**src/rtl/prescaler_sequencer_if.sv**
```systemverilog
// Control/status bundle between the register block and the prescaler sequencer.
interface prescaler_sequencer_if #(
  parameter int DIV_W = 16,
  parameter int CNT_W = 16
);
  logic             ce;
  logic             start;
  logic             stop;
  logic             cfg_we;
  logic [DIV_W-1:0] cfg_div;
  logic [CNT_W-1:0] cfg_cnt;
  logic             cfg_mode;
  logic             ceo;
  logic             busy;
  logic             done;
  logic             cfg_pend;
  logic [CNT_W-1:0] ticks_left;

  modport master (
    output ce, start, stop, cfg_we, cfg_div, cfg_cnt, cfg_mode,
    input  ceo, busy, done, cfg_pend, ticks_left
  );

  modport slave (
    input  ce, start, stop, cfg_we, cfg_div, cfg_cnt, cfg_mode,
    output ceo, busy, done, cfg_pend, ticks_left
  );
endinterface

```
**src/rtl/prescaler_sequencer.sv**
```systemverilog
// Prescaler run controller: divide counter emitting a one-cycle CEO tick every
// div_r enabled cycles, continuous or burst mode, with divide-ratio changes
// deferred to the next tick boundary so the tick train never glitches.
module prescaler_sequencer #(
  parameter int DIV_W       = 16,
  parameter int CNT_W       = 16,
  parameter int DIV_DEFAULT = 15,
  parameter int CNT_DEFAULT = 0
) (
  input  logic                clk_i,
  input  logic                clr_n_i,
  prescaler_sequencer_if.slave sq_if
);
  typedef enum logic {IDLE, RUN} state_e;

  localparam logic [DIV_W-1:0] ONE_D = DIV_W'(1);
  localparam logic [CNT_W-1:0] ONE_C = CNT_W'(1);

  state_e           state_q, state_d;
  logic [DIV_W-1:0] q_q, q_d;
  logic [DIV_W-1:0] div_r_q, div_r_d;
  logic [DIV_W-1:0] div_sh_q, div_sh_d;
  logic [CNT_W-1:0] cnt_r_q, cnt_r_d;
  logic [CNT_W-1:0] rem_q, rem_d;
  logic             mode_q, mode_d;
  logic             pend_q, pend_d;
  logic             done_q, done_d;

  logic             busy;
  logic             ceo;
  logic [DIV_W-1:0] div_m1;
  logic [DIV_W-1:0] wr_div;
  logic [CNT_W-1:0] eff_cnt;
  logic             eff_mode;

  // A written ratio of 0 would never wrap; treat it as 1.
  assign wr_div   = (sq_if.cfg_div == '0) ? ONE_D : sq_if.cfg_div;
  // A write in the START cycle governs the run it starts.
  assign eff_cnt  = sq_if.cfg_we ? sq_if.cfg_cnt  : cnt_r_q;
  assign eff_mode = sq_if.cfg_we ? sq_if.cfg_mode : mode_q;

  assign div_m1 = div_r_q - ONE_D;
  assign busy   = (state_q == RUN);
  // Tick is a pure decode of registered state gated by CE.
  assign ceo    = busy && sq_if.ce && (q_q == div_m1);

  assign sq_if.ceo        = ceo;
  assign sq_if.busy       = busy;
  assign sq_if.done       = done_q;
  assign sq_if.cfg_pend   = pend_q;
  assign sq_if.ticks_left = (mode_q && busy) ? rem_q : '0;

  // State and configuration registers.
  always_ff @(posedge clk_i or negedge clr_n_i) begin
    if (!clr_n_i) begin
      state_q  <= IDLE;
      q_q      <= '0;
      div_r_q  <= DIV_W'(DIV_DEFAULT);
      div_sh_q <= DIV_W'(DIV_DEFAULT);
      cnt_r_q  <= CNT_W'(CNT_DEFAULT);
      rem_q    <= '0;
      mode_q   <= 1'b0;
      pend_q   <= 1'b0;
      done_q   <= 1'b0;
    end else begin
      state_q  <= state_d;
      q_q      <= q_d;
      div_r_q  <= div_r_d;
      div_sh_q <= div_sh_d;
      cnt_r_q  <= cnt_r_d;
      rem_q    <= rem_d;
      mode_q   <= mode_d;
      pend_q   <= pend_d;
      done_q   <= done_d;
    end
  end

  // Next-state: STOP beats START beats counting.
  always_comb begin
    state_d  = state_q;
    q_d      = q_q;
    div_r_d  = div_r_q;
    div_sh_d = div_sh_q;
    cnt_r_d  = cnt_r_q;
    rem_d    = rem_q;
    mode_d   = mode_q;
    pend_d   = pend_q;
    done_d   = 1'b0;
    case (state_q)
      IDLE: begin
        if (sq_if.cfg_we) begin
          div_r_d = wr_div;
          cnt_r_d = sq_if.cfg_cnt;
          mode_d  = sq_if.cfg_mode;
          pend_d  = 1'b0;
        end
        if (sq_if.start && !sq_if.stop) begin
          if (eff_mode && (eff_cnt == '0)) begin
            done_d = 1'b1;             // empty burst completes immediately
          end else begin
            state_d = RUN;
            q_d     = '0;
            rem_d   = eff_cnt;
          end
        end
      end
      RUN: begin
        if (sq_if.stop) begin
          state_d = IDLE;
          q_d     = '0;
          // Leaving RUN: any ratio update lands now; a write in this cycle wins.
          if (sq_if.cfg_we) begin
            div_r_d = wr_div;
            pend_d  = 1'b0;
          end else if (pend_q) begin
            div_r_d = div_sh_q;
            pend_d  = 1'b0;
          end
        end else begin
          if (ceo) begin
            q_d = '0;
            if (pend_q) begin
              div_r_d = div_sh_q;
              pend_d  = 1'b0;
            end
            if (mode_q) begin
              if (rem_q == ONE_C) begin
                state_d = IDLE;
                rem_d   = '0;
                done_d  = 1'b1;
              end else if (rem_q != '0) begin
                rem_d = rem_q - ONE_C;
              end
            end
          end else if (sq_if.ce) begin
            q_d = q_q + ONE_D;
          end
          // Writes made while running wait for the following wrap; if this
          // edge ends the burst there is no wrap left, so apply directly.
          if (sq_if.cfg_we) begin
            if (state_d == IDLE) begin
              div_r_d = wr_div;
              pend_d  = 1'b0;
            end else begin
              div_sh_d = wr_div;
              pend_d   = 1'b1;
            end
          end
        end
      end
      default: state_d = IDLE;
    endcase
  end
endmodule
```
**src/flat_wrapper.sv**
```systemverilog
// flat-port wrapper written by rule: the top's interface ports become plain ports
module prescaler_sequencer_flat 
#(
  parameter int DIV_W       = 16,
  parameter int CNT_W       = 16,
  parameter int DIV_DEFAULT = 15,
  parameter int CNT_DEFAULT = 0
)
  (clk_i, clr_n_i, sq_if_ce, sq_if_start, sq_if_stop, sq_if_cfg_we, sq_if_cfg_div, sq_if_cfg_cnt, sq_if_cfg_mode, sq_if_ceo, sq_if_busy, sq_if_done, sq_if_cfg_pend, sq_if_ticks_left);
  prescaler_sequencer_if #(.DIV_W(DIV_W), .CNT_W(CNT_W)) sq_if_i ();
  input  logic clk_i;
  input  logic clr_n_i;
  input wire logic [$bits(sq_if_i.ce)-1:0] sq_if_ce;
  input wire logic [$bits(sq_if_i.start)-1:0] sq_if_start;
  input wire logic [$bits(sq_if_i.stop)-1:0] sq_if_stop;
  input wire logic [$bits(sq_if_i.cfg_we)-1:0] sq_if_cfg_we;
  input wire logic [$bits(sq_if_i.cfg_div)-1:0] sq_if_cfg_div;
  input wire logic [$bits(sq_if_i.cfg_cnt)-1:0] sq_if_cfg_cnt;
  input wire logic [$bits(sq_if_i.cfg_mode)-1:0] sq_if_cfg_mode;
  output wire logic [$bits(sq_if_i.ceo)-1:0] sq_if_ceo;
  output wire logic [$bits(sq_if_i.busy)-1:0] sq_if_busy;
  output wire logic [$bits(sq_if_i.done)-1:0] sq_if_done;
  output wire logic [$bits(sq_if_i.cfg_pend)-1:0] sq_if_cfg_pend;
  output wire logic [$bits(sq_if_i.ticks_left)-1:0] sq_if_ticks_left;
  assign sq_if_i.ce = sq_if_ce;
  assign sq_if_i.start = sq_if_start;
  assign sq_if_i.stop = sq_if_stop;
  assign sq_if_i.cfg_we = sq_if_cfg_we;
  assign sq_if_i.cfg_div = sq_if_cfg_div;
  assign sq_if_i.cfg_cnt = sq_if_cfg_cnt;
  assign sq_if_i.cfg_mode = sq_if_cfg_mode;
  assign sq_if_ceo = sq_if_i.ceo;
  assign sq_if_busy = sq_if_i.busy;
  assign sq_if_done = sq_if_i.done;
  assign sq_if_cfg_pend = sq_if_i.cfg_pend;
  assign sq_if_ticks_left = sq_if_i.ticks_left;
  prescaler_sequencer #(.DIV_W(DIV_W), .CNT_W(CNT_W), .DIV_DEFAULT(DIV_DEFAULT), .CNT_DEFAULT(CNT_DEFAULT)) u_core (.clk_i(clk_i), .clr_n_i(clr_n_i), .sq_if(sq_if_i));
endmodule
```
**config.mk**
```make
export PLATFORM = sky130hd
export DESIGN_NAME = prescaler_sequencer_flat
export DESIGN_NICKNAME = d
export VERILOG_FILES = /design/src/rtl/prescaler_sequencer_if.sv /design/src/rtl/prescaler_sequencer.sv /design/src/flat_wrapper.sv
export SDC_FILE = /design/constraint.sdc
export NUM_CORES = 1
export LEC_CHECK = 0
export ABC_CLOCK_PERIOD_IN_PS = 2700
export CAP_MARGIN = 0
export CORE_UTILIZATION = 30
export CTS_BUF_LIST = sky130_fd_sc_hd__clkbuf_16
export CTS_CLUSTER_SIZE = 40
export DETAILED_ROUTE_END_ITERATION = 8
export DONT_BUFFER_PORTS = 1
export PLACE_DENSITY = 0.55
export SKIP_CTS_REPAIR_TIMING = 1
export SYNTH_ARGS = -nofsm -noshare
export SYNTH_HDL_FRONTEND = slang
export SYNTH_SLANG_ARGS = --single-unit
```
**constraint.sdc**
```tcl
create_clock -name clk_i -period 2.7 [get_ports clk_i]
set_input_delay 0.27 -clock clk_i [delete_from_list [all_inputs] [get_ports clk_i]]
set_output_delay 0.27 -clock clk_i [all_outputs]
set_load 0.01 [all_outputs]
```
# [Yosys cells after proc, flatten, opt, wreduce, memory -nomap -nowiden]
# Index checks and enable logic that the tools add are counted.
[word_totals] register_bits=84 in_bits=39 word_cells=86
[classes] add_sub_neg=3 n_eq_ne=11 mux=48 n_bitwise=2 reduce_logical=13
[ops] op="16-bit 2-to-1 mux" n=22
[ops] op="16-bit case mux with 2 select lines" n=3
[ops] op="16-bit zero test" n=2
[ops] op="16-bit by 1-bit subtractor with 16-bit output, second input constant" n=2
[ops] op="1-bit 2-to-1 mux" n=20
[ops] op="16-bit by 1-bit adder with 16-bit output, second input constant" n=1
[ops] op="16-bit by 1-bit equality test with 1-bit output, second input constant" n=1
[ops] op="16-bit equality test" n=1
[ops] op="16-bit nonzero test" n=1
[ops] op="2-bit != test, second input constant" n=5
[ops] op="4-bit != test, second input constant" n=2
[ops] op="1-bit case mux with 2 select lines" n=3
[ops] op="6-bit AND reduction" n=1
[ops] op="1-bit logical AND" n=5
[ops] op="4-bit AND reduction" n=1
[ops] op="3-bit != test, second input constant" n=1
[ops] op="3-bit AND reduction" n=1
[ops] op="2-bit by 1-bit != test with 1-bit output, second input constant" n=1
[ops] op="1-bit NOT" n=2
[ops] op="2-bit AND reduction" n=1
[ops] op="1-bit zero test" n=1

# [Longest topological paths before layout]
[logic_depth] word_depth=10 depth_mapped=13 depth_no_buf=10

# [Least setup slack after synthesis]
# OpenSTA, ideal clock, no wires.
[synth_timing] path_type="reg-to-reg" start="register u_core.div_r_q[3]" end="register u_core.div_r_q[14]" setup_time_ps=138 arrival_time_ps=2719 required_time_ps=2562 path_slack_ps=-157 path_stages_with_launch=13 period_less_slack_ps=2857 cell_sequence="dfstp_2 > buf_2 > or4_1 > buf_2 > or4_1 > nand3_2 > o22ai_2 > nor4_2 > buf_4 > nand2_1 > nand2_2 > buf_4 > o221ai_1"
[synth_via] elab_chain_len=10 elab_cells_between_ends=11
[synth_rtl] element="start: declaration" line="prescaler_sequencer.sv:21" text="logic [DIV_W-1:0] div_r_q, div_r_d;"
[synth_rtl] element="start signal: assignment" line="prescaler_sequencer.sv:58" text="div_r_q <= DIV_W'(DIV_DEFAULT);"
[synth_rtl] element="start signal: assignment" line="prescaler_sequencer.sv:68" text="div_r_q <= div_r_d;"
[synth_rtl] element="16-bit by 1-bit subtractor with 16-bit output (*)" line="prescaler_sequencer.sv:42" text="assign div_m1 = div_r_q - ONE_D;"
[synth_rtl] element="16-bit equality test (*)" line="prescaler_sequencer.sv:45" text="assign ceo = busy && sq_if.ce && (q_q == div_m1);"
[synth_rtl] element="1-bit logical AND (*)" line="prescaler_sequencer.sv:45"
[synth_rtl] element="1-bit 2-to-1 mux" line="prescaler_sequencer.sv:120" text="if (ceo) begin"
[synth_rtl] element="1-bit 2-to-1 mux" line="prescaler_sequencer.sv:108" text="if (sq_if.stop) begin"
[synth_rtl] element="1-bit 2-to-1 mux" line="prescaler_sequencer.sv:89" text="case (state_q)"
[synth_rtl] element="16-bit 2-to-1 mux" line="prescaler_sequencer.sv:141" text="if (state_d == IDLE) begin"
[synth_rtl] element="16-bit 2-to-1 mux (*)" line="prescaler_sequencer.sv:140" text="if (sq_if.cfg_we) begin"
[synth_rtl] element="16-bit 2-to-1 mux (*)" line="prescaler_sequencer.sv:108"
[synth_rtl] element="16-bit case mux with 2 select lines (*)" line="prescaler_sequencer.sv:89"
# Mark *: on every way between the ends. The rest lies on a longest branch, timed or not. The select of a mux whose other input is x is not followed.
# A chain may end at the register's enable or synchronous reset.

# [Worst setup path in the final report]
[layout_timing] start="register u_core.div_r_q[6]" end="output port sq_if_ceo"
[layout_via] elab_chain_len=3
[layout_rtl] element="16-bit by 1-bit subtractor with 16-bit output" line="prescaler_sequencer.sv:42"
[layout_rtl] element="16-bit equality test" line="prescaler_sequencer.sv:45"
[layout_rtl] element="1-bit logical AND" line="prescaler_sequencer.sv:45"
[layout_rtl] element="end: declaration" line="flat_wrapper.sv:20" text="output wire logic [$bits(sq_if_i.ceo)-1:0] sq_if_ceo;"
# No other way between the ends.

==> metrics.yaml <==
status: "finished, violations left"
violations: "negative setup slack"
hp-class: "in2reg"
drive_above_1_share: 0.244
synth_fp_nets: 743
die_area_mm2: 0.0197
areaGrowthSynthToFinish_pct: 25.6
clkLatencyLatePin_ns: 0.36
antenna_cells: 0
synth-main-ff-cell: "dfrtp_1"
via_per_inst: 5.38
grt_use_total: 0.178
syn_inst: 700
vias: 5331
min_path_cells: 2
drc: 0
crit_type: "reg2out"
grt_pass1_vias: 5117
drt_iter0_drc: 269
r2r_cells: 10
clockBufferDepth: 2
synth_common_cells: "77 x nand2_1, 76 x dfrtp_1, 60 x nor2_1"
drv_slew: 0
syn_area_mm2: 0.00574
dr.pass1.iters: 5
critPathRequiredTime_ns: 2.43
timing.hold.ws_ns: 0.0574
worst_slack_ns: -0.192
rsz0062_at_grt: "true"
root_buffer: "clkbuf_16"
die_y_um: 140
hold_viol_final: 0
synth_async_sr_flop_share: 1.00
grt_overflow: 0
worst_pin_slew_ns: 0.567
clock_skew_ns: 0.0107
grt_pass1_wl_mm: 27.5
dp_hpwl_mm: 12.0
leakage_nw: 3.20
yosysMostFrequentCell: "nand2_1"
end_kind: "output pin"
num-nets-final: 795
worstPathArrival_ns: 2.62
ir_worst_vdd_uv: 328
placed_cells: 966
cts_tree: "done"
wl_per_cell_um: 17.3
start_util: 0.307
yosysUniqueCellTypes: 64
slew_headroom: 0.621
power_density_mw_per_mm2: 604
drtAntennaViolNets: 0
htree_levels: 3
setup_viol: 45
postSynthAreaPerCell_um2: 8.20
layoutNonFillerInstCount: 991
fillerInstances: 1873
synthTopCellsByArea: "dfrtp_1 33%, mux2i_1 5.4%, nand2_1 5.0%"
multi_input_area_mm2: 0.00351
synth_top_area_cell: "dfrtp_1"
path_clk_slew_ns: 0.06
drv_cap: 0
core_area_mm2: 0.0187
ys_warn_count: 0
timing.fmax_mhz: 346
synth_edf_count: 0
critPathLaunchType: "register"
die_x_um: 140
grt_max_degree: 85
critPathMaxFanout: 6
globalplace.congestion: 0.820
regArea_mm2: 0.00211
synth-seq-area-share: 0.368
synth_top_area_frac: 0.331
synth-seq-cells: 84
antenna_found_initial: 0
post-route-period-util: 1.07
wl_mm: 17.1
setup_tns_ns: -2.65
clkSinkCount: 84
pin_count: 59
numCtsBuffers: 9
port-buffer-count: 0
rows: 50
min_period_ns: 2.89
[logic make-up (layout without fill, tap and decap cells)]
group | Yosys count | in the layout | synth area share
muxes | 48 | 48 | 0.0874
AOI/OAI and AO/OA | 180 | 180 | 0.195
buffers and inverters | 94 | 151 | 0.0678
xor gates and xnor gates | 14 | 14 | 0.0214
adders and majority gates | 4 | 4 | 0.00871
and+or+nand+nor | 276 | 276 | 0.252
DFF | 84 | 84 | 0.368
[flip-flops by register name, indices dropped and copies added, names as in the netlist]
name / flops
u_core.rem_q: 16
u_core.q_q: 16
u_core.sq_if.busy: 1
u_core.sq_if.done: 1
u_core.div_r_q: 16
u_core.sq_if.cfg_pend: 1
u_core.mode_q: 1
u_core.div_sh_q: 16
u_core.cnt_r_q: 16
[per-stage QoR]
step                      cell area [um2]  utilization  setup slack, ns  power, W
final                                7210        0.386           -0.192   0.00436
after global routing                 7210        0.386           -0.295   0.00461
after CTS                            6910        0.369           -0.390   0.00428
after detailed placement             6610        0.353           -0.199   0.00298
after global placement               6610        0.353           -0.130   0.00297
after floorplan                      5850            -         0.000878   0.00253
[cell usage in the layout (no fill, tap or decap), types with 9 or more instances in the layout]
cell and count:
o21ai_0 28, dfrtp_1 74, nand3_1 13, nor3_1 17, nand2_1 76, nor4_1 14
o22ai_1 15, o21ai_1 24, inv_1 41, clkbuf_16 9, xnor2_1 9, a21oi_1 42
mux2_2 17, and3_1 25, nor2_1 59, o221ai_1 14, mux2i_1 31, buf_4 77
[worst max-delay path, stage by stage, from the launching register on]
cell,delay [ns]
dfrtp_1,0.37
or4_4,0.60
or4_4,0.55
nand3_4,0.09
nor2_2,0.06
nor3_2,0.15
nor3b_2,0.20
buf_4,0.16
buf_6,0.10
[power by group]
part	internal [W]	switching [W]	leakage, nW
sequential	0.00151	0.000203	1.03
clock	0.000722	0.000568	0.146
combinational	0.000649	0.000709	2.02
[worst paths after layout]
| check | start | to | slack (ns) |
|---|---|---|---|
| min in group asynchronous | clr_n_i | u_core.div_sh_q[10]$_DFFE_PN0P_ | 0.46 |
| worst min-delay path | sq_if_cfg_div[2] | u_core.div_sh_q[2]$_DFFE_PN1P_ | 0.06 |
| worst min register to register | u_core.div_sh_q[1]$_DFFE_PN1P_ | u_core.div_sh_q[1]$_DFFE_PN1P_ | 0.50 |
| worst max-delay path | u_core.div_r_q[6]$_DFFE_PN0P_ | sq_if_ceo | -0.19 |
| worst max register to register | u_core.div_r_q[6]$_DFFE_PN0P_ | u_core.q_q[9]$_DFFE_PN0P_ | -0.10 |
| max in group asynchronous | clr_n_i | u_core.sq_if.busy$_DFF_PN0_ | 1.82 |
[per-layer routing]
layer,up-vias,share of wire,track usage
li1,2638,-,-
met1,2540,0.48,0.245
met3,23,0.053,0.0379
met5,-,0,0
met2,130,0.44,0.273
met4,0,0.020,0.0671
[layout make-up]
class,instances,share of cell area
tap,234,0.0406
timing repair buffer,92,0.116
inverter,43,0.0224
sequential,84,0.293
multi-input combinational,522,0.486
clock inverter,7,0.0108
clock buffer,9,0.0312
Note: power is estimated with default switching activity, not from simulation.
